**config.mk**
```make
export PLATFORM = sky130hd
export DESIGN_NAME = nes_clk_sequencer
export DESIGN_NICKNAME = d
export VERILOG_FILES = /design/src/rtl/nes_clk_pkg.sv /design/src/rtl/nes_clk_sequencer_lock_sync.sv /design/src/rtl/nes_clk_sequencer.sv
export SDC_FILE = /design/constraint.sdc
export NUM_CORES = 1
export LEC_CHECK = 0
export ABC_AREA = 1
export BUFFER_PORTS_ARGS = -buffer_cell sky130_fd_sc_hd__clkbuf_2
export CELL_PAD_IN_SITES_DETAIL_PLACEMENT = 1
export CELL_PAD_IN_SITES_GLOBAL_PLACEMENT = 2
export CORE_MARGIN = 5
export CORE_UTILIZATION = 36
export CTS_CLUSTER_DIAMETER = 200
export DETAILED_ROUTE_END_ITERATION = 8
export PLACE_DENSITY = 0.85
export SLEW_MARGIN = 40
export SYNTH_ARGS = -nofsm -noshare
export SYNTH_HDL_FRONTEND = slang
export SYNTH_HIERARCHICAL = 1
export SYNTH_SLANG_ARGS = --single-unit
export TNS_END_PERCENT = 1
```
**constraint.sdc**
```tcl
create_clock -name clk -period 5.22 [get_ports clk]
set_clock_uncertainty 0.15 [all_clocks]
set_input_delay 0.522 -clock clk [delete_from_list [all_inputs] [get_ports clk]]
set_output_delay 0.522 -clock clk [all_outputs]
set_load 0.01 [all_outputs]
```
**src/rtl/nes_clk_pkg.sv**
```systemverilog
// -----------------------------------------------------------------------------
// nes_clk_pkg
// Shared definitions for the NES clock sequencer:
//   clkseq_state_t : sequencer states (WAIT_LOCK, HOLD, RUN, LOST)
//   NES_CYCLE_LEN  : default phase counter modulus (one CPU cycle)
//   NES_PPU_DIV    : default PPU enable period in phases
// -----------------------------------------------------------------------------
package nes_clk_pkg;

   typedef enum logic [1:0] {
      WAIT_LOCK = 2'd0,
      HOLD      = 2'd1,
      RUN       = 2'd2,
      LOST      = 2'd3
   } clkseq_state_t;

   localparam int NES_CYCLE_LEN = 12;
   localparam int NES_PPU_DIV   = 4;

endpackage

```
**src/rtl/nes_clk_sequencer_lock_sync.sv**
```systemverilog
// -----------------------------------------------------------------------------
// lock_sync
// Two-flop synchronizer bringing the asynchronous PLL lock into clk.
// Both flops reset to 0 so a core reset always re-qualifies lock.
// Ports:
//   clk     : clock
//   reset   : synchronous active-high reset
//   i_async : asynchronous input
//   o_sync  : synchronized output (two clk cycles of latency)
// -----------------------------------------------------------------------------
module lock_sync (
   input  logic clk,
   input  logic reset,
   input  logic i_async,
   output logic o_sync
);

   logic r_meta;
   logic r_sync;

   always_ff @(posedge clk) begin
      if (reset) begin
         r_meta <= 1'b0;
         r_sync <= 1'b0;
      end else begin
         r_meta <= i_async;
         r_sync <= r_meta;
      end
   end

   assign o_sync = r_sync;

endmodule

```
**src/rtl/nes_clk_sequencer.sv**
```systemverilog
// -----------------------------------------------------------------------------
// nes_clk_sequencer
// Turns the NES PLL clock and lock indication into a sequenced time base:
// holds the core in reset until lock has been stable for RESET_HOLD cycles,
// then generates CPU/PPU single-cycle clock enables from one phase counter.
// A sustained lock loss (LOSS_FILTER cycles) drops back into reset.
//
// Optional feature macro: NES_CLKSEQ_LOSS_COUNT_EN adds the loss_cnt port
// and its saturating lock-loss event counter.
//
// Ports:
//   clk       : PLL output clock
//   reset     : synchronous active-high reset
//   pll_lock  : asynchronous lock from the PLL
//   pause     : freezes phase and suppresses enables while running
//   nes_reset : active-high core reset
//   cpu_ce    : CPU clock enable (1 of every CYCLE_LEN cycles)
//   ppu_ce    : PPU clock enable (1 of every PPU_DIV cycles)
//   phase     : current phase, 0..CYCLE_LEN-1
//   running   : high while the sequencer is running
//   loss_cnt  : lock-loss events, saturating at 255 (macro only)
// -----------------------------------------------------------------------------
module nes_clk_sequencer
   import nes_clk_pkg::*;
#(
   parameter int RESET_HOLD  = 1024,
   parameter int LOSS_FILTER = 4,
   parameter int CYCLE_LEN   = NES_CYCLE_LEN,
   parameter int PPU_DIV     = NES_PPU_DIV
) (
   input  logic                         clk,
   input  logic                         reset,
   input  logic                         pll_lock,
   input  logic                         pause,
   output logic                         nes_reset,
   output logic                         cpu_ce,
   output logic                         ppu_ce,
   output logic [$clog2(CYCLE_LEN)-1:0] phase,
   output logic                         running
`ifdef NES_CLKSEQ_LOSS_COUNT_EN
   ,
   output logic [7:0]                   loss_cnt
`endif
);

   localparam int PHASE_W = $clog2(CYCLE_LEN);
   localparam int HOLD_W  = $clog2(RESET_HOLD + 1);
   localparam int FILT_W  = $clog2(LOSS_FILTER + 1);

   localparam logic [PHASE_W-1:0] PHASE_LAST = PHASE_W'(CYCLE_LEN - 1);
   localparam logic [HOLD_W-1:0]  HOLD_LAST  = HOLD_W'(RESET_HOLD - 1);
   localparam logic [FILT_W-1:0]  FILT_LIMIT = FILT_W'(LOSS_FILTER);

   logic w_lock_s;

   clkseq_state_t       r_state;
   clkseq_state_t       w_state_next;
   logic [HOLD_W-1:0]   r_hold_cnt;
   logic [HOLD_W-1:0]   w_hold_cnt_next;
   logic [FILT_W-1:0]   r_filt_cnt;
   logic [FILT_W-1:0]   w_filt_cnt_next;
   logic                r_nes_reset;
   logic                w_nes_reset_next;
   logic                r_cpu_ce;
   logic                w_cpu_ce_next;
   logic                r_ppu_ce;
   logic                w_ppu_ce_next;
   logic [PHASE_W-1:0]  r_phase;
   logic [PHASE_W-1:0]  w_phase_next;
   logic                r_running;
   logic                w_running_next;
`ifdef NES_CLKSEQ_LOSS_COUNT_EN
   logic [7:0]          r_loss_cnt;
   logic [7:0]          w_loss_cnt_next;
`endif

   logic [PHASE_W-1:0]  w_phase_inc;
   logic [FILT_W-1:0]   w_filt_inc;
   logic                w_hold_done;

   lock_sync u_lock_sync (
      .clk     (clk),
      .reset   (reset),
      .i_async (pll_lock),
      .o_sync  (w_lock_s)
   );

   // Enables are decoded from the phase about to be loaded, so that the
   // registered enable is coincident with the registered phase value.
   assign w_phase_inc = (r_phase == PHASE_LAST) ? '0 : r_phase + PHASE_W'(1);
   // Consecutive low-lock run length; any high sample restarts it.
   assign w_filt_inc  = w_lock_s ? '0 : r_filt_cnt + FILT_W'(1);
   assign w_hold_done = (r_hold_cnt == HOLD_LAST);

   // State and registered outputs
   always_ff @(posedge clk) begin
      if (reset) begin
         r_state     <= WAIT_LOCK;
         r_hold_cnt  <= '0;
         r_filt_cnt  <= '0;
         r_nes_reset <= 1'b1;
         r_cpu_ce    <= 1'b0;
         r_ppu_ce    <= 1'b0;
         r_phase     <= '0;
         r_running   <= 1'b0;
`ifdef NES_CLKSEQ_LOSS_COUNT_EN
         r_loss_cnt  <= '0;
`endif
      end else begin
         r_state     <= w_state_next;
         r_hold_cnt  <= w_hold_cnt_next;
         r_filt_cnt  <= w_filt_cnt_next;
         r_nes_reset <= w_nes_reset_next;
         r_cpu_ce    <= w_cpu_ce_next;
         r_ppu_ce    <= w_ppu_ce_next;
         r_phase     <= w_phase_next;
         r_running   <= w_running_next;
`ifdef NES_CLKSEQ_LOSS_COUNT_EN
         r_loss_cnt  <= w_loss_cnt_next;
`endif
      end
   end

   // Next-state logic
   always_comb begin
      w_state_next = r_state;
      case (r_state)
         WAIT_LOCK: if (w_lock_s) w_state_next = HOLD;
         HOLD: begin
            // Any low sample restarts qualification; no filtering here.
            if (!w_lock_s)        w_state_next = WAIT_LOCK;
            else if (w_hold_done) w_state_next = RUN;
         end
         RUN:  if (w_filt_inc == FILT_LIMIT) w_state_next = LOST;
         LOST: w_state_next = WAIT_LOCK;
         default: w_state_next = WAIT_LOCK;
      endcase
   end

   // Next values of counters and registered outputs
   always_comb begin
      w_hold_cnt_next  = r_hold_cnt;
      w_filt_cnt_next  = r_filt_cnt;
      w_nes_reset_next = r_nes_reset;
      w_cpu_ce_next    = r_cpu_ce;
      w_ppu_ce_next    = r_ppu_ce;
      w_phase_next     = r_phase;
      w_running_next   = r_running;
`ifdef NES_CLKSEQ_LOSS_COUNT_EN
      w_loss_cnt_next  = r_loss_cnt;
`endif
      case (r_state)
         WAIT_LOCK: begin
            w_hold_cnt_next  = '0;
            w_filt_cnt_next  = '0;
            w_nes_reset_next = 1'b1;
            w_cpu_ce_next    = 1'b0;
            w_ppu_ce_next    = 1'b0;
            w_running_next   = 1'b0;
         end
         HOLD: begin
            w_hold_cnt_next = r_hold_cnt + HOLD_W'(1);
            if (w_lock_s && w_hold_done) begin
               // Entry pulse on both enables fires even when paused.
               w_nes_reset_next = 1'b0;
               w_phase_next     = '0;
               w_cpu_ce_next    = 1'b1;
               w_ppu_ce_next    = 1'b1;
               w_running_next   = 1'b1;
               w_filt_cnt_next  = '0;
            end
         end
         RUN: begin
            w_filt_cnt_next = w_filt_inc;
            if (pause) begin
               w_cpu_ce_next = 1'b0;
               w_ppu_ce_next = 1'b0;
            end else begin
               w_phase_next  = w_phase_inc;
               w_cpu_ce_next = (w_phase_inc == '0);
               w_ppu_ce_next = ((32'(w_phase_inc) % 32'(PPU_DIV)) == 32'd0);
            end
         end
         LOST: begin
            w_hold_cnt_next  = '0;
            w_filt_cnt_next  = '0;
            w_nes_reset_next = 1'b1;
            w_cpu_ce_next    = 1'b0;
            w_ppu_ce_next    = 1'b0;
            w_running_next   = 1'b0;
            w_phase_next     = '0;
`ifdef NES_CLKSEQ_LOSS_COUNT_EN
            if (r_loss_cnt != 8'hFF) w_loss_cnt_next = r_loss_cnt + 8'd1;
`endif
         end
         default: ;
      endcase
   end

   assign nes_reset = r_nes_reset;
   assign cpu_ce    = r_cpu_ce;
   assign ppu_ce    = r_ppu_ce;
   assign phase     = r_phase;
   assign running   = r_running;
`ifdef NES_CLKSEQ_LOSS_COUNT_EN
   assign loss_cnt  = r_loss_cnt;
`endif

endmodule

```
# Yosys cells after proc, flatten, opt, wreduce, memory -nomap -nowiden
# Index checks and enable logic that the tools add are counted.
[word_totals]
word_cells = 55
regBits = 26
[op_classes]
n_reduce_logical = 10
mux = 21
add_sub_neg = 3
n_eq_ne = 11
[op_table]
columns = ["cell", "count"]
rows = [
  ["zero test 32 bit", 1],
  ["case mux 11 bit (2 select lines)", 1],
  ["2-to-1 mux 4 bit", 3],
  ["case mux 4 bit (3 select lines)", 1],
  ["adder 11 x 1 -> 11 bit (second input constant)", 1],
  ["equality test 11 x 10 -> 1 bit (second input constant)", 1],
  ["case mux 3 bit (3 select lines)", 1],
  ["2-to-1 mux 2 bit", 4],
  ["case mux 2 bit (4 select lines)", 1],
  ["2-to-1 mux 3 bit", 2],
  ["inequality test 2 bit (second input constant)", 3],
  ["case mux 1 bit (3 select lines)", 2],
  ["AND reduction 3 bit", 2],
  ["adder 4 x 1 -> 4 bit (second input constant)", 1],
  ["equality test 2 bit (second input constant)", 2],
  ["equality test 4 bit (second input constant)", 1],
  ["zero test 4 bit", 1],
  ["2-to-1 mux 1 bit", 4],
  ["case mux 1 bit (2 select lines)", 2],
  ["adder 3 x 1 -> 3 bit (second input constant)", 1],
  ["equality test 3 bit (second input constant)", 1],
  ["inequality test 3 bit (second input constant)", 1],
  ["nonzero test 3 bit", 1],
  ["equality test 2 x 1 -> 1 bit (second input constant)", 1],
  ["other kinds (6)", 6],
]

# Longest topological paths before layout
[logic_depth]
word_depth = 5
ltp_mapped = 10
ltp_nobuf = 10

# By module
# The synthesis kept the hierarchy.
[modules_own_cells]
columns = ["mod", "cells_each", "n_inst", "area_each_um2", "seq_area_each_um2"]
rows = [
  ["nes_clk_sequencer", 191, 1, 1375.1, 480.5],
  ["lock_sync", 6, 1, 55.1, 40.0],
]

# Worst setup path before layout
# OpenSTA, ideal clock, no wires.
[synth_path]
path_kind = "flip-flop to flip-flop"
startpoint = "register r_state[0]"
endpoint = "register r_hold_cnt[5]"
period_less_slack_ns = 1.710
t_required_ns = 4.979
setup_ns = 0.091
setup_slack_ns = 3.510
arrival_ns = 1.469
path_stages_with_launch = 8
n_path_buf = 1
cell_sequence = "dfxtp_1 inv_1 ha_1 inv_1 nor2_1 buf_2 nand2_1 a311oi_1"
[synth_via]
elab_chain_len = 3
word_cells_on_any_way = 6
classes_between = "eq/ne: 2; mux: 1; reduce/logical: 3"
[synth_rtl]
columns = ["item", "line", "text"]
rows = [
  ["from (decl)", "nes_clk_sequencer.sv:56", "clkseq_state_t r_state;"],
  ["from (signal assigned)", "nes_clk_sequencer.sv:110", "r_state <= w_state_next;"],
  ["equality test 2 bit / zero test 2 bit (equally long branches)", "nes_clk_sequencer.sv:152", "case (r_state)"],
  ["OR reduction 2 bit (no line)", "n/a", ""],
  ["case mux 11 bit (2 select lines) / nonzero test 2 bit (equally long branches)", "n/a", ""],
  ["to (signal assigned)", "nes_clk_sequencer.sv:111", "r_hold_cnt <= w_hold_cnt_next;"],
  ["to (decl)", "nes_clk_sequencer.sv:58", "logic [HOLD_W-1:0] r_hold_cnt;"],
]
# Parallel ways exist; a longest one is shown, timed or not.
# A chain may end at the register's enable or synchronous reset.

# Final worst setup path
[layout_path]
startpoint = "register r_state[0]"
endpoint = "register r_hold_cnt[3]"
# Same word-level chain as after synthesis.

==> results.sh <==
export IMPL_stdcell_count=255
export IMPL_cp_required_ps=5250
export IMPL_ctsResizeCount=0
export IMPL_fillers=528
export IMPL_vias_per_cell=5.184
export IMPL_synth_cell_types=30
export IMPL_slew_headroom=0.4985
export IMPL_grt_pass1_wl_microns=6147
export IMPL_cts_made_buffers=3
export IMPL_start_util=0.3654
export IMPL_ys_seq_area_frac=0.3640
export IMPL_fin_ws_ps=2900
export IMPL_synth_seq_cells=26
export IMPL_period_minus_slack_ps=2320
export IMPL_drv_cap=0
export IMPL_p_per_area_mw_per_mm2=502.1
export IMPL_fin_area_sq_mm=0.001583
export IMPL_antenna_found_initial=0
export IMPL_grt_use_total=0.1456
export IMPL_rsz0062_at_grt="no"
export IMPL_cts_num_sinks=26
export IMPL_path_cells="inv_1 -> ha_1 -> nor2_2 -> o21ai_0 -> a221oi_1"
export IMPL_avgSynthCellArea_sq_um=7.260
export IMPL_syn_instance_count=197
export IMPL_slowest_delay_ps=560
export IMPL_cts_root_buffer="clkbuf_8"
export IMPL_drc=0
export IMPL_io_pins=12
export IMPL_setup_viol=0
export IMPL_die_x_microns=73.03
export IMPL_synthTopCellsByArea="dfxtp_1 (36%), nand2_1 (10%), a21oi_1 (7.3%)"
export IMPL_port_buffers=11
export IMPL_fp_dieArea_sq_mm=0.005333
export IMPL_clock_latency_ps=280
export IMPL_holdBufCountCts=0
export IMPL_max_vdd_ir_drop_v=0.0001296
export IMPL_crit_arrival_ps=2350
export IMPL_status="finished clean"
export IMPL_yosysTopAreaCell="dfxtp_1"
export IMPL_ant_nets=0
export IMPL_ys_warn_count=6
export IMPL_vias=1322
export IMPL_place_area_sq_mm=0.001509
export IMPL_drive_gt1_frac=0.1171
export IMPL_worstMarginPinSlew_ps=752.2
export IMPL_crit_family="simple AND/OR/NAND/NOR gates"
export IMPL_synth_top_area_frac=0.3640
export IMPL_path_depth=5
export IMPL_drv_slew=0
export IMPL_endpoint_kind="register"
export IMPL_antennaDiodeCount=0
export IMPL_startpoint_type="register"
export IMPL_nets=218
export IMPL_dp_cells=251
export IMPL_wl_per_cell_microns=13.59
export IMPL_clock_fmax_mhz=431.1
export IMPL_post_cts_buffers=0
export IMPL_rows=23
export IMPL_worstSetupPathType="register to register"
export IMPL_p_leak_nw=0.6380
export IMPL_utilization=0.4044
export IMPL_regArea_sq_um=520.5
export IMPL_first_pass_iters=2
export IMPL_dp_slack_ps=2663
export IMPL_tns_ps=0
export IMPL_first_iter_violations=52
export IMPL_place_gp_congestion=0.8182
export IMPL_hold_violations=0
export IMPL_cp_max_fo=21
export IMPL_crit_slowest_cell="nor2_2"
export IMPL_cts_tree="built"
export IMPL_cts_path_max_buffers=2
export IMPL_whs_path_depth=2
export IMPL_overflow=0
export IMPL_area_delta_synth_final_pct=10.67
export IMPL_htreeDepth=1
export IMPL_clk_pin_slew_ps=90
export IMPL_period_share=0.4444
export IMPL_reg2reg_depth=5
export IMPL_place_hpwl_microns=2593
export IMPL_grt_max_degree=22
export IMPL_syn_area_sq_mm=0.001430
export IMPL_hold_class="register to register"
export IMPL_syn_num_nets=209
export IMPL_multi_input_area_sq_um=798.3
export IMPL_critPathBufInv=1
export IMPL_grt_pass1_vias=1383
export IMPL_core_area_sq_mm=0.003914
export IMPL_die_height_microns=73.03
export IMPL_routed_wl_microns=3465
## synth_stat cells
library cell	instances
o21ai_4	1
a31o_2	1
buf_2	4
nand3_4	1
a311oi_1	1
a211oi_1	2
a21oi_1	21
o21ai_0	9
nand3_1	17
clkbuf_1	2
o211ai_1	3
inv_1	20
nor2_8	1
xor2_1	1
dfxtp_1	26
nor2_2	1
ha_1	8
nand2_1	38
buf_6	1
and3_1	1
nand2_2	2
nor2_1	22
o21bai_1	1
nor3_1	2
nand4_1	5
o21ai_1	2
a31oi_1	1
a22oi_1	1
nor2_4	1
a221oi_1	1
## stage by stage
step	hold WS, ps	total power [mW]
after detailed placement	248.9	0.6303
after global placement	241.3	0.6153
final	263.5	0.7947
after CTS	261.8	0.8066
after global routing	274.6	0.8728
after floorplan	238.3	0.5453
## final cells by class
cell class | count | area share
multi-input combinational | 144 | 0.5043
tap | 50 | 0.03953
timing repair buffer | 11 | 0.03478
clock inverter | 1 | 0.01897
sequential | 26 | 0.3289
inverter | 20 | 0.04743
clock buffer | 3 | 0.02609
## flip-flops by register name, summed over array words and instances (netlist names), named ones only
register            count
phase                   4
r_state                 1
u_lock_sync/r_meta      1
running                 1
r_hold_cnt             11
r_filt_cnt              3
u_lock_sync/o_sync      1
nes_reset               1
cpu_ce                  1
ppu_ce                  1
## tightest hold or removal path, cell delays in order, from the launching register on
cell	delay, ps
dfxtp_1	310
inv_1	40
nor2_1	30
## cells in the final DEF, fill, tap and decap left out, types with 2 or more instances in the layout
cell and instances:
nor2_1 21, inv_1 20, a211oi_1 2, clkbuf_8 3, nand4_1 5, nand2_2 2, dfxtp_1 26, a21oi_1 21
nand3_1 17, ha_1 8, nor3_1 2, nand2_1 38, o21ai_1 2, nor2_2 2, o21ai_0 9, o211ai_1 3
clkbuf_2 11
## power by group
part | internal (mW) | switching [mW] | leakage [nW]
registers | 0.242 | 0.0405 | 0.212
clock network | 0.103 | 0.0656 | 0.0357
logic | 0.122 | 0.222 | 0.390
## final timing paths
| kind | from | to | slack (ps) |
|---|---|---|---|
| setup reg to reg | r_state[0] | r_hold_cnt[3] | 2900 |
| hold / removal | u_lock_sync/r_meta | u_lock_sync/o_sync | 260 |
| setup / recovery | r_state[0] | r_hold_cnt[3] | 2900 |
| hold reg to reg | u_lock_sync/r_meta | u_lock_sync/o_sync | 260 |
## logic make-up (layout without fill, tap and decap cells)
| group | after synthesis | count (layout) | share of synthesized area |
|---|---|---|---|
| compound gates | 44 | 44 | 0.1829 |
| xor+xnor | 1 | 1 | 0.006125 |
| fa+ha+maj | 8 | 8 | 0.06999 |
| buf+inv | 27 | 35 | 0.07962 |
| flops | 26 | 26 | 0.3640 |
| simple gates | 91 | 91 | 0.2975 |
## per-layer routing
| layer | GRT usage | vias to the layer above | part of all wire |
|---|---|---|---|
| met4 | 0.06352 | 0 | 0.019 |
| li1 | - | 675 | - |
| met1 | 0.1622 | 619 | 0.42 |
| met2 | 0.2671 | 20 | 0.52 |
| met5 | 0 | - | 0 |
| met3 | 0.02479 | 8 | 0.035 |
(Power assumes the default switching activity.)
